## src/rtl/gauss_sample_fifo_if.sv

```systemverilog
// Handshake bundle between the Box-Muller multiplier/consumer side and the
// Gaussian sample output FIFO.
interface gauss_sample_fifo_if #(
    parameter int OUT_W = 16,
    parameter int AW    = 3
);
    logic             mul_in_valid;
    logic [31:0]      mul_y;
    logic [OUT_W-1:0] out_data;
    logic             out_valid;
    logic             out_ready;
    logic [AW:0]      fifo_count;
    logic             overflow;
    logic [15:0]      drop_count;
    logic [15:0]      sat_count;

    modport master (
        output mul_in_valid, mul_y, out_ready,
        input  out_data, out_valid, fifo_count, overflow, drop_count, sat_count
    );

    modport slave (
        input  mul_in_valid, mul_y, out_ready,
        output out_data, out_valid, fifo_count, overflow, drop_count, sat_count
    );
endinterface

```

## src/rtl/gauss_sample_fifo.sv

```systemverilog
// Box-Muller output stage: tracks multiplier latency, rounds/saturates the
// 32-bit product to OUT_W bits and buffers samples in a DEPTH-entry FIFO.
module gauss_sample_fifo #(
    parameter int MUL_LAT = 5,
    parameter int SHIFT   = 16,
    parameter int OUT_W   = 16,
    parameter int DEPTH   = 8,
    parameter int AW      = 3
) (
    input  logic                clk,
    input  logic                reset,
    gauss_sample_fifo_if.slave  bus
);
    localparam logic signed [32:0] RND_K = 33'sd1 <<< (SHIFT - 1);
    localparam logic signed [32:0] MAX_V = (33'sd1 <<< (OUT_W - 1)) - 33'sd1;
    localparam logic signed [32:0] MIN_V = -(33'sd1 <<< (OUT_W - 1));
    localparam logic [AW:0]        FULL_N = (AW + 1)'(DEPTH);

    logic [MUL_LAT-1:0] vld_q, vld_d;
    logic [AW-1:0]      wr_ptr_q, wr_ptr_d, rd_ptr_q, rd_ptr_d;
    logic [AW:0]        count_q, count_d;
    logic               ovf_q, ovf_d;
    logic [15:0]        drop_cnt_q, drop_cnt_d;
    logic [15:0]        sat_cnt_q, sat_cnt_d;
    logic [OUT_W-1:0]   mem [DEPTH];

    logic signed [32:0] rnd, q;
    logic [OUT_W-1:0]   sample;
    logic               clip, push, pop, wr_en, drop, empty, full;

    // Round half toward +inf, then clamp to the signed OUT_W range.
    always_comb begin
        // NOTE: every always_comb output gets a default first so no latch is inferred.
        rnd    = $signed({bus.mul_y[31], bus.mul_y}) + RND_K;
        q      = rnd >>> SHIFT;
        clip   = 1'b0;
        sample = q[OUT_W-1:0];
        if (q > MAX_V) begin
            sample = MAX_V[OUT_W-1:0];
            clip   = 1'b1;
        end else if (q < MIN_V) begin
            sample = MIN_V[OUT_W-1:0];
            clip   = 1'b1;
        end
    end

    assign empty = (count_q == '0);
    assign full  = (count_q == FULL_N);
    assign push  = vld_q[MUL_LAT-1];
    assign pop   = !empty && bus.out_ready;
    // A pop on a full FIFO frees the slot the simultaneous push needs.
    assign wr_en = push && (!full || pop);
    assign drop  = push && full && !pop;

    always_comb begin
        vld_d      = vld_q << 1;
        vld_d[0]   = bus.mul_in_valid;
        wr_ptr_d   = wr_en ? wr_ptr_q + 1'b1 : wr_ptr_q;
        rd_ptr_d   = pop ? rd_ptr_q + 1'b1 : rd_ptr_q;
        count_d    = count_q;
        if (wr_en && !pop)      count_d = count_q + 1'b1;
        else if (!wr_en && pop) count_d = count_q - 1'b1;
        ovf_d      = ovf_q | drop;
        drop_cnt_d = (drop && drop_cnt_q != 16'hFFFF) ? drop_cnt_q + 16'd1 : drop_cnt_q;
        sat_cnt_d  = (push && clip && sat_cnt_q != 16'hFFFF) ? sat_cnt_q + 16'd1 : sat_cnt_q;
    end

    always_ff @(posedge clk or posedge reset) begin
        if (reset) begin
            // NOTE: sequential state always uses non-blocking assignments.
            vld_q      <= '0;
            wr_ptr_q   <= '0;
            rd_ptr_q   <= '0;
            count_q    <= '0;
            ovf_q      <= 1'b0;
            drop_cnt_q <= '0;
            sat_cnt_q  <= '0;
        end else begin
            vld_q      <= vld_d;
            wr_ptr_q   <= wr_ptr_d;
            rd_ptr_q   <= rd_ptr_d;
            count_q    <= count_d;
            ovf_q      <= ovf_d;
            drop_cnt_q <= drop_cnt_d;
            sat_cnt_q  <= sat_cnt_d;
        end
    end

    // NOTE: storage is deliberately left unreset; empty gating hides stale entries.
    always_ff @(posedge clk) begin
        if (wr_en) mem[wr_ptr_q] <= sample;
    end

    assign bus.out_data   = empty ? '0 : mem[rd_ptr_q];
    assign bus.out_valid  = !empty;
    assign bus.fifo_count = count_q;
    assign bus.overflow   = ovf_q;
    assign bus.drop_count = drop_cnt_q;
    assign bus.sat_count  = sat_cnt_q;
endmodule

```

## src/flat_wrapper.sv

```systemverilog
// flat-port wrapper written by rule: the top's interface ports become plain ports
module gauss_sample_fifo_flat 
#(
    parameter int MUL_LAT = 5,
    parameter int SHIFT   = 16,
    parameter int OUT_W   = 16,
    parameter int DEPTH   = 8,
    parameter int AW      = 3
)
  (clk, reset, bus_mul_in_valid, bus_mul_y, bus_out_ready, bus_out_data, bus_out_valid, bus_fifo_count, bus_overflow, bus_drop_count, bus_sat_count);
  gauss_sample_fifo_if #(.OUT_W(OUT_W), .AW(AW)) bus_i ();
  input  logic clk;
  input  logic reset;
  input wire logic [$bits(bus_i.mul_in_valid)-1:0] bus_mul_in_valid;
  input wire logic [$bits(bus_i.mul_y)-1:0] bus_mul_y;
  input wire logic [$bits(bus_i.out_ready)-1:0] bus_out_ready;
  output wire logic [$bits(bus_i.out_data)-1:0] bus_out_data;
  output wire logic [$bits(bus_i.out_valid)-1:0] bus_out_valid;
  output wire logic [$bits(bus_i.fifo_count)-1:0] bus_fifo_count;
  output wire logic [$bits(bus_i.overflow)-1:0] bus_overflow;
  output wire logic [$bits(bus_i.drop_count)-1:0] bus_drop_count;
  output wire logic [$bits(bus_i.sat_count)-1:0] bus_sat_count;
  assign bus_i.mul_in_valid = bus_mul_in_valid;
  assign bus_i.mul_y = bus_mul_y;
  assign bus_i.out_ready = bus_out_ready;
  assign bus_out_data = bus_i.out_data;
  assign bus_out_valid = bus_i.out_valid;
  assign bus_fifo_count = bus_i.fifo_count;
  assign bus_overflow = bus_i.overflow;
  assign bus_drop_count = bus_i.drop_count;
  assign bus_sat_count = bus_i.sat_count;
  gauss_sample_fifo #(.MUL_LAT(MUL_LAT), .SHIFT(SHIFT), .OUT_W(OUT_W), .DEPTH(DEPTH), .AW(AW)) u_core (.clk(clk), .reset(reset), .bus(bus_i));
endmodule
```

## config.mk

```make
export PLATFORM = sky130hd
export DESIGN_NAME = gauss_sample_fifo_flat
export DESIGN_NICKNAME = d
export VERILOG_FILES = /design/src/rtl/gauss_sample_fifo_if.sv /design/src/rtl/gauss_sample_fifo.sv /design/src/flat_wrapper.sv
export SDC_FILE = /design/constraint.sdc
export NUM_CORES = 1
export LEC_CHECK = 0
export CORE_MARGIN = 2
export CORE_UTILIZATION = 35
export DETAILED_ROUTE_END_ITERATION = 16
export PLACE_DENSITY_LB_ADDON = 0.08
export SLEW_MARGIN = 10
export SYNTH_ARGS = -nofsm -noshare
export SYNTH_HDL_FRONTEND = slang
export SYNTH_SLANG_ARGS = --single-unit
```

## constraint.sdc

```tcl
create_clock -name clk -period 3 [get_ports clk]
set_input_delay 0.75 -clock clk [delete_from_list [all_inputs] [get_ports clk]]
set_output_delay 0.75 -clock clk [all_outputs]
set_load 0.01 [all_outputs]
```

# Yosys cells after proc, flatten, opt, wreduce, memory -nomap -nowiden
# Memory sizes are Yosys's and may differ from the RTL's.
# Cells that the tools add are included.
[classes] n_addsub=7 order_cmp=2 n_eq_ne=3 muxes=9 n_bitwise=1 reduce_logical=16
[ops] op="16-bit 2-to-1 mux" count=3
[ops] op="32-bit by 17-bit adder with 33-bit output, second input constant" count=1
[ops] op="16-bit by 1-bit adder with 16-bit output, second input constant" count=2
[ops] op="16-bit != test, second input constant" count=2
[ops] op="17-bit by 16-bit > comparator with 1-bit output, second input constant" count=1
[ops] op="17-bit by 16-bit less-than comparator with 1-bit output, second input constant" count=1
[ops] op="1-bit logical AND" count=9
[ops] op="4-bit 2-to-1 mux" count=2
[ops] op="3-bit by 1-bit adder with 3-bit output, second input constant" count=2
[ops] op="4-bit by 1-bit adder with 4-bit output, second input constant" count=1
[ops] op="4-bit equality test, second input constant" count=1
[ops] op="1-bit logical NOT" count=4
[ops] op="4-bit logical NOT" count=1
[ops] op="1-bit 2-to-1 mux" count=4
[ops] op="4-bit by 1-bit subtractor with 4-bit output, second input constant" count=1
[ops] op="2-bit nonzero test" count=1
[ops] op="1-bit logical OR" count=1
[ops] op="1-bit OR" count=1
[word_totals] ff_bits=48 mem_bits_rw=128 inputBits=36 out_inout_bits=54 wordCells=46 mem_count=1
[memory_table] memory="u_core.mem" words=8 word_bits=16 read_ports=1 rd_ports_with_merged_regs=0 wr=1 line_no="gauss_sample_fifo.sv:25" text="logic [OUT_W-1:0] mem [DEPTH];"

# Logic depth before layout (Yosys ltp)
# Gate-level depths: netlist (run 1).
[depth] depth_word=9 ltp_mapped=12 ltp_nobuf=12

# Worst setup path after synthesis (run 1)
# OpenSTA, ideal clock, no wires.
[synth_timing] path_type="in2reg" start="input bus_out_ready" end="memory u_core.mem[0][0] (enable)" setup_time_ps=409 arrival_time_ps=2292 t_required_ps=2591 setup_slack_ps=298 stages=5 path_buffers=0 cell_sequence="nand3b_1 nand2_1 inv_1 nand2b_1 nor3_1"
[synth_via] elab_chain_len=5
[synth_rtl] item="from (decl)" line_no="flat_wrapper.sv:16" text="input wire logic [$bits(bus_i.out_ready)-1:0] bus_out_ready;"
[synth_rtl] item="1-bit logical AND" line_no="gauss_sample_fifo.sv:50" text="assign pop = !empty && bus.out_ready;"
[synth_rtl] item="1-bit logical OR" line_no="gauss_sample_fifo.sv:52" text="assign wr_en = push && (!full || pop);"
[synth_rtl] item="1-bit logical AND" line_no="gauss_sample_fifo.sv:52"
[synth_rtl] item="named net u_core.wr_en" line_no="gauss_sample_fifo.sv:29" text="logic clip, push, pop, wr_en, drop, empty, full;"
[synth_rtl] item="1-bit 2-to-1 mux" line_no="gauss_sample_fifo.sv:91" text="if (wr_en) mem[wr_ptr_q] <= sample;"
[synth_rtl] item="1-bit 2-to-1 mux (implied by the code)" line_no="gauss_sample_fifo.sv:91"
[synth_rtl] item="to (decl)" line_no="gauss_sample_fifo.sv:25"
# The timed path passes the listed nets, and every way through them passes these cells.

# Final worst setup path (run 1)
[layout_timing] start="register u_core.rd_ptr_q[0]" end="output bus_out_data[0]"
[layout_via] elab_chain_len=2
[layout_rtl] item="from (decl)" line_no="gauss_sample_fifo.sv:20" text="logic [AW-1:0] wr_ptr_q, wr_ptr_d, rd_ptr_q, rd_ptr_d;"
[layout_rtl] item="from (signal assigned)" line_no="gauss_sample_fifo.sv:81" text="rd_ptr_q <= rd_ptr_d;"
[layout_rtl] item="memory read 8 x 16 bit"
[layout_rtl] item="16-bit 2-to-1 mux" line_no="gauss_sample_fifo.sv:94" text="assign bus.out_data = empty ? '0 : mem[rd_ptr_q];"
[layout_rtl] item="to (decl)" line_no="flat_wrapper.sv:17" text="output wire logic [$bits(bus_i.out_data)-1:0] bus_out_data;"
# Every way passes these cells.

==> summary.md, run 1 <==
| Metric | Value |
|---|---|
| RSZ-0062 raised after global routing | false |
| Max cap viols | 0 |
| Yosys reg bits | 176 |
| Power Dens Cells | 807 nW/um^2 |
| Initial Utilization | 0.355 |
| Final worst-path cycle share | 0.971 |
| Top-count cell post-synth | edfxtp_1 |
| Die height | 152 um |
| Antenna violations before repair | 0 |
| Crit-path slowest cell | mux4_2 |
| CP Max Fanout | 9 |
| Clock network power share | 0.275 |
| Synth cell count leaders | edfxtp_1 (128), nand2_1 (49), dfrtp_1 (48), nor2_1 (34), mux4_2 (32) |
| Worst skew pair latency | 430 ps |
| Area grow syn2layout | 26.4% |
| Post-synthesis instance area | 7690 um^2 |
| CP required | 2250 ps |
| Total CTS buffers | 17 |
| CTS clk-pin slew, worst paths | 70 ps |
| I/O Pins | 90 |
| Hold path depth | 0 |
| CTS Root Cell | clkbuf_16 |
| Via count | 4555 |
| FFs w/ async S/R, synth | 0.273 |
| Largest area contributor in the netlist | edfxtp_1 |
| Routed vias/inst | 4.98 |
| Drt first pass iters | 4 |
| CP peak stage delay | 490 ps |
| Worst slack at placement | 56.0 ps |
| Reg power frac | 0.402 |
| Synthesized area per cell | 15.5 um^2 |
| Final worst slack | 87.4 ps |
| Tightest Pin Transition | 1140 ps |
| Netlist cell types | 46 |
| I/O Buffers | 74 |
| Starting DRT DRC Count | 261 |
| Ranking of synthesized cells by area | edfxtp_1 (50%), dfrtp_1 (16%), mux4_2 (9.4%) |
| First-pass GRT wire length | 26.8 mm |
| Cts hold-fix bufs | 0 |
| Worst Reg-to-Reg Cells | 12 |
| Cell Rows | 54 |
| Register-to-register setup slack | 530 ps |
| WS Path Type | register to output pin |
| Worst hold start | u_core.vld_q[1] |
| Sw Share | 0.304 |
| Reg2reg end | u_core.bus.fifo_count[3] |
| Status | completed |
| Post-synth EDFFs | 128 |
| Clock Skew | 8.92 ps |
| NetSw | 2.38 mW |
| Setup violators final | 0 |
| H-tree level count | 4 |
| Seq/Total Area, Yosys | 0.656 |
| Synthesized Nets | 542 |
| Combinational Power Share | 0.322 |
| Fill cells | 1959 |
| Max Clk Rate | 0.343 GHz |
| Core Area | 21700 um^2 |
| Total Neg Setup Slack | 0 ps |
| Sequential Area | 5050 um^2 |
| Worst Setup SP | u_core.rd_ptr_q[0] |
| Area of the multi-input gates | 2560 um^2 |
| Synth warn | 0 |
| Remaining antenna violation count | 0 |
| Critical path, cell by cell | buf_12 -> buf_4 -> mux4_2 -> mux2i_1 -> nor2_1 -> dlygate4sd2_1 |
| Clock Tree Buf Depth | 2 |
| VDD IR max | 0.422 mV |
| Slew margin rel. | 0.229 |
| Final min period | 2910 ps |
| Total GRT Usage | 0.151 |
| DP HPWL | 10.8 mm |
| # clock sinks | 176 |
| Share of cells above drive strength 1 | 0.241 |
| Worst min path class | register to register |
| CTS tree | built |
| Gpl congestion | 0.754 |
| Via count of the first global-routing pass | 4896 |
| Pint | 5.46 mW |
| Crit start category | register |
| Core Util, Final | 0.448 |
| P_leak | 3.60 nW |
| Number of nets in the layout | 667 |
| Hold Vio Cnt, Final | 0 |
| CP endpoint kind | output pin |
| Pin count of the biggest net entering global routing | 35 |
| Diode count | 0 |
| Arr. time, crit path | 2160 ps |
| WL/cell | 18.5 um |
| Top-area cell type share of the netlist area | 0.500 |
| Die width | 152 um |
| Slew Viols, Final | 0 |
| Hold endpoint | u_core.vld_q[2] |
| Final Routed Wirelength | 16.9 mm |
| Grt ovf | 0 |
| Mapped Cells | 497 |
| Post-synth top flop | edfxtp_1 |
| Drc violations | 0 |
| R2R Path Start | u_core.bus.fifo_count[0] |
| Die area | 23200 um^2 |
## worst max-delay path, delay by kind of cell (launching register included)
family                 cells  cell delay, ps
multiplexers               2             640
buffers and inverters      3             590
flip-flops                 1             450
AND/OR/NAND/NOR            1              50
## area by class of cell
| class | count | share of cell area |
|---|---|---|
| Sequential cell | 176 | 0.519 |
| Multi-Input combinational cell | 296 | 0.263 |
| Timing Repair Buffer | 121 | 0.119 |
| Clock buffer | 17 | 0.0438 |
| Tap cell | 280 | 0.0360 |
| Clock inverter | 15 | 0.0151 |
| Inverter | 10 | 0.00386 |
## repair_timing
item,4_1_cts,5_1_grt
hold endpoints to repair,0,0
gates resized for setup,26,7
gates cloned,1,0
setup endpoints to repair,16,7
buffers inserted,6,2
## placed cells by master (no fill, tap or decap), types with 5 or more instances in the layout
master	synthesis	final
a21oi_1	6	6
a31oi_1	6	6
buf_12	0	7
buf_4	0	39
clkbuf_16	0	17
clkbuf_2	1	7
clkdlybuf4s50_1	0	58
dfrtp_1	48	47
dlygate4sd2_1	0	9
edfxtp_1	128	128
ha_1	8	8
inv_1	10	9
inv_6	0	6
mux2_2	8	8
mux2i_1	18	16
mux4_2	32	32
nand2_1	49	49
nand2b_1	5	5
nand3_1	20	20
nand4_1	10	10
nor2_1	34	34
nor3_1	10	8
nor3_2	5	7
nor4_1	5	5
o21ai_0	9	9
xnor2_1	21	21
xor2_1	18	18
## cells by family (layout without fill, tap and decap cells)
| kind of cell | after synthesis | count (layout) | share of synthesized area |
|---|---|---|---|
| flip-flops | 176 | 176 | 0.656 |
| AND/OR/NAND/NOR | 164 | 164 | 0.119 |
| multiplexers | 58 | 58 | 0.129 |
| XOR/XNOR | 39 | 39 | 0.0444 |
| AO/OA/AOI/OAI | 26 | 26 | 0.0221 |
| buffers and inverters | 25 | 163 | 0.0142 |
| adder cells (fa/ha/maj) | 9 | 9 | 0.0156 |
## how the worst max path moves through the flow
stage,slack (ps),end
detailed placement,60,u_core.mem[1][3]
finish,90,bus_out_data[0]
floorplan,300,u_core.mem[0][0]
CTS,1,bus_out_data[7]
global placement,70,u_core.bus.fifo_count[3]
global route,2,bus_out_data[0]
## per-layer routing
| metal | vias to the layer above | routed length, um | global-route usage |
|---|---|---|---|
| met1 | 2315 | 7650 | 0.195 |
| met5 | - | 0 | 0 |
| met3 | 15 | 720 | 0.0387 |
| met4 | 0 | 208 | 0.0481 |
| li1 | 2142 | - | - |
| met2 | 83 | 8330 | 0.251 |
## through the flow
step	instance area (um^2)	total power [mW]	std cells	hold WS [ps]
floorplan	7690	4.63	497	331
global placement	9080	5.74	874	335
CTS	9740	8.02	913	355
detailed placement	9080	5.80	874	336
finish	9720	7.84	915	352
global route	9720	8.29	915	357
## power groups by stage
| stage | Sequential, mW | Clock, mW | Combinational, mW |
|---|---|---|---|
| 2_1_floorplan | 3.16 | 0 | 1.47 |
| 3_3_place_gp | 3.20 | 0 | 2.55 |
| 3_5_place_dp | 3.22 | 0 | 2.58 |
| 4_1_cts | 3.16 | 2.22 | 2.64 |
| 5_1_grt | 3.19 | 2.32 | 2.78 |
| 6_report | 3.16 | 2.16 | 2.53 |
## state kept, by name, indices dropped and copies added (netlist names)
register,count
u_core.mem,128
u_core.vld_q,5
u_core.bus.overflow,1
u_core.wr_ptr_q,3
u_core.bus.drop_count,16
u_core.bus.fifo_count,4
u_core.bus.sat_count,16
u_core.rd_ptr_q,3
(Power assumes the default switching activity.)
==> run 2: changes to the inputs <==
--- a/config.mk
+++ b/config.mk
@@ -8,6 +8,7 @@
 export CORE_MARGIN = 2
 export CORE_UTILIZATION = 35
 export DETAILED_ROUTE_END_ITERATION = 16
+export GPL_ROUTABILITY_DRIVEN = 1
 export PLACE_DENSITY_LB_ADDON = 0.08
 export SLEW_MARGIN = 10
 export SYNTH_ARGS = -nofsm -noshare
==> results of run 2 <==
Final layout, timing and power as in run 1 (identical DEF).
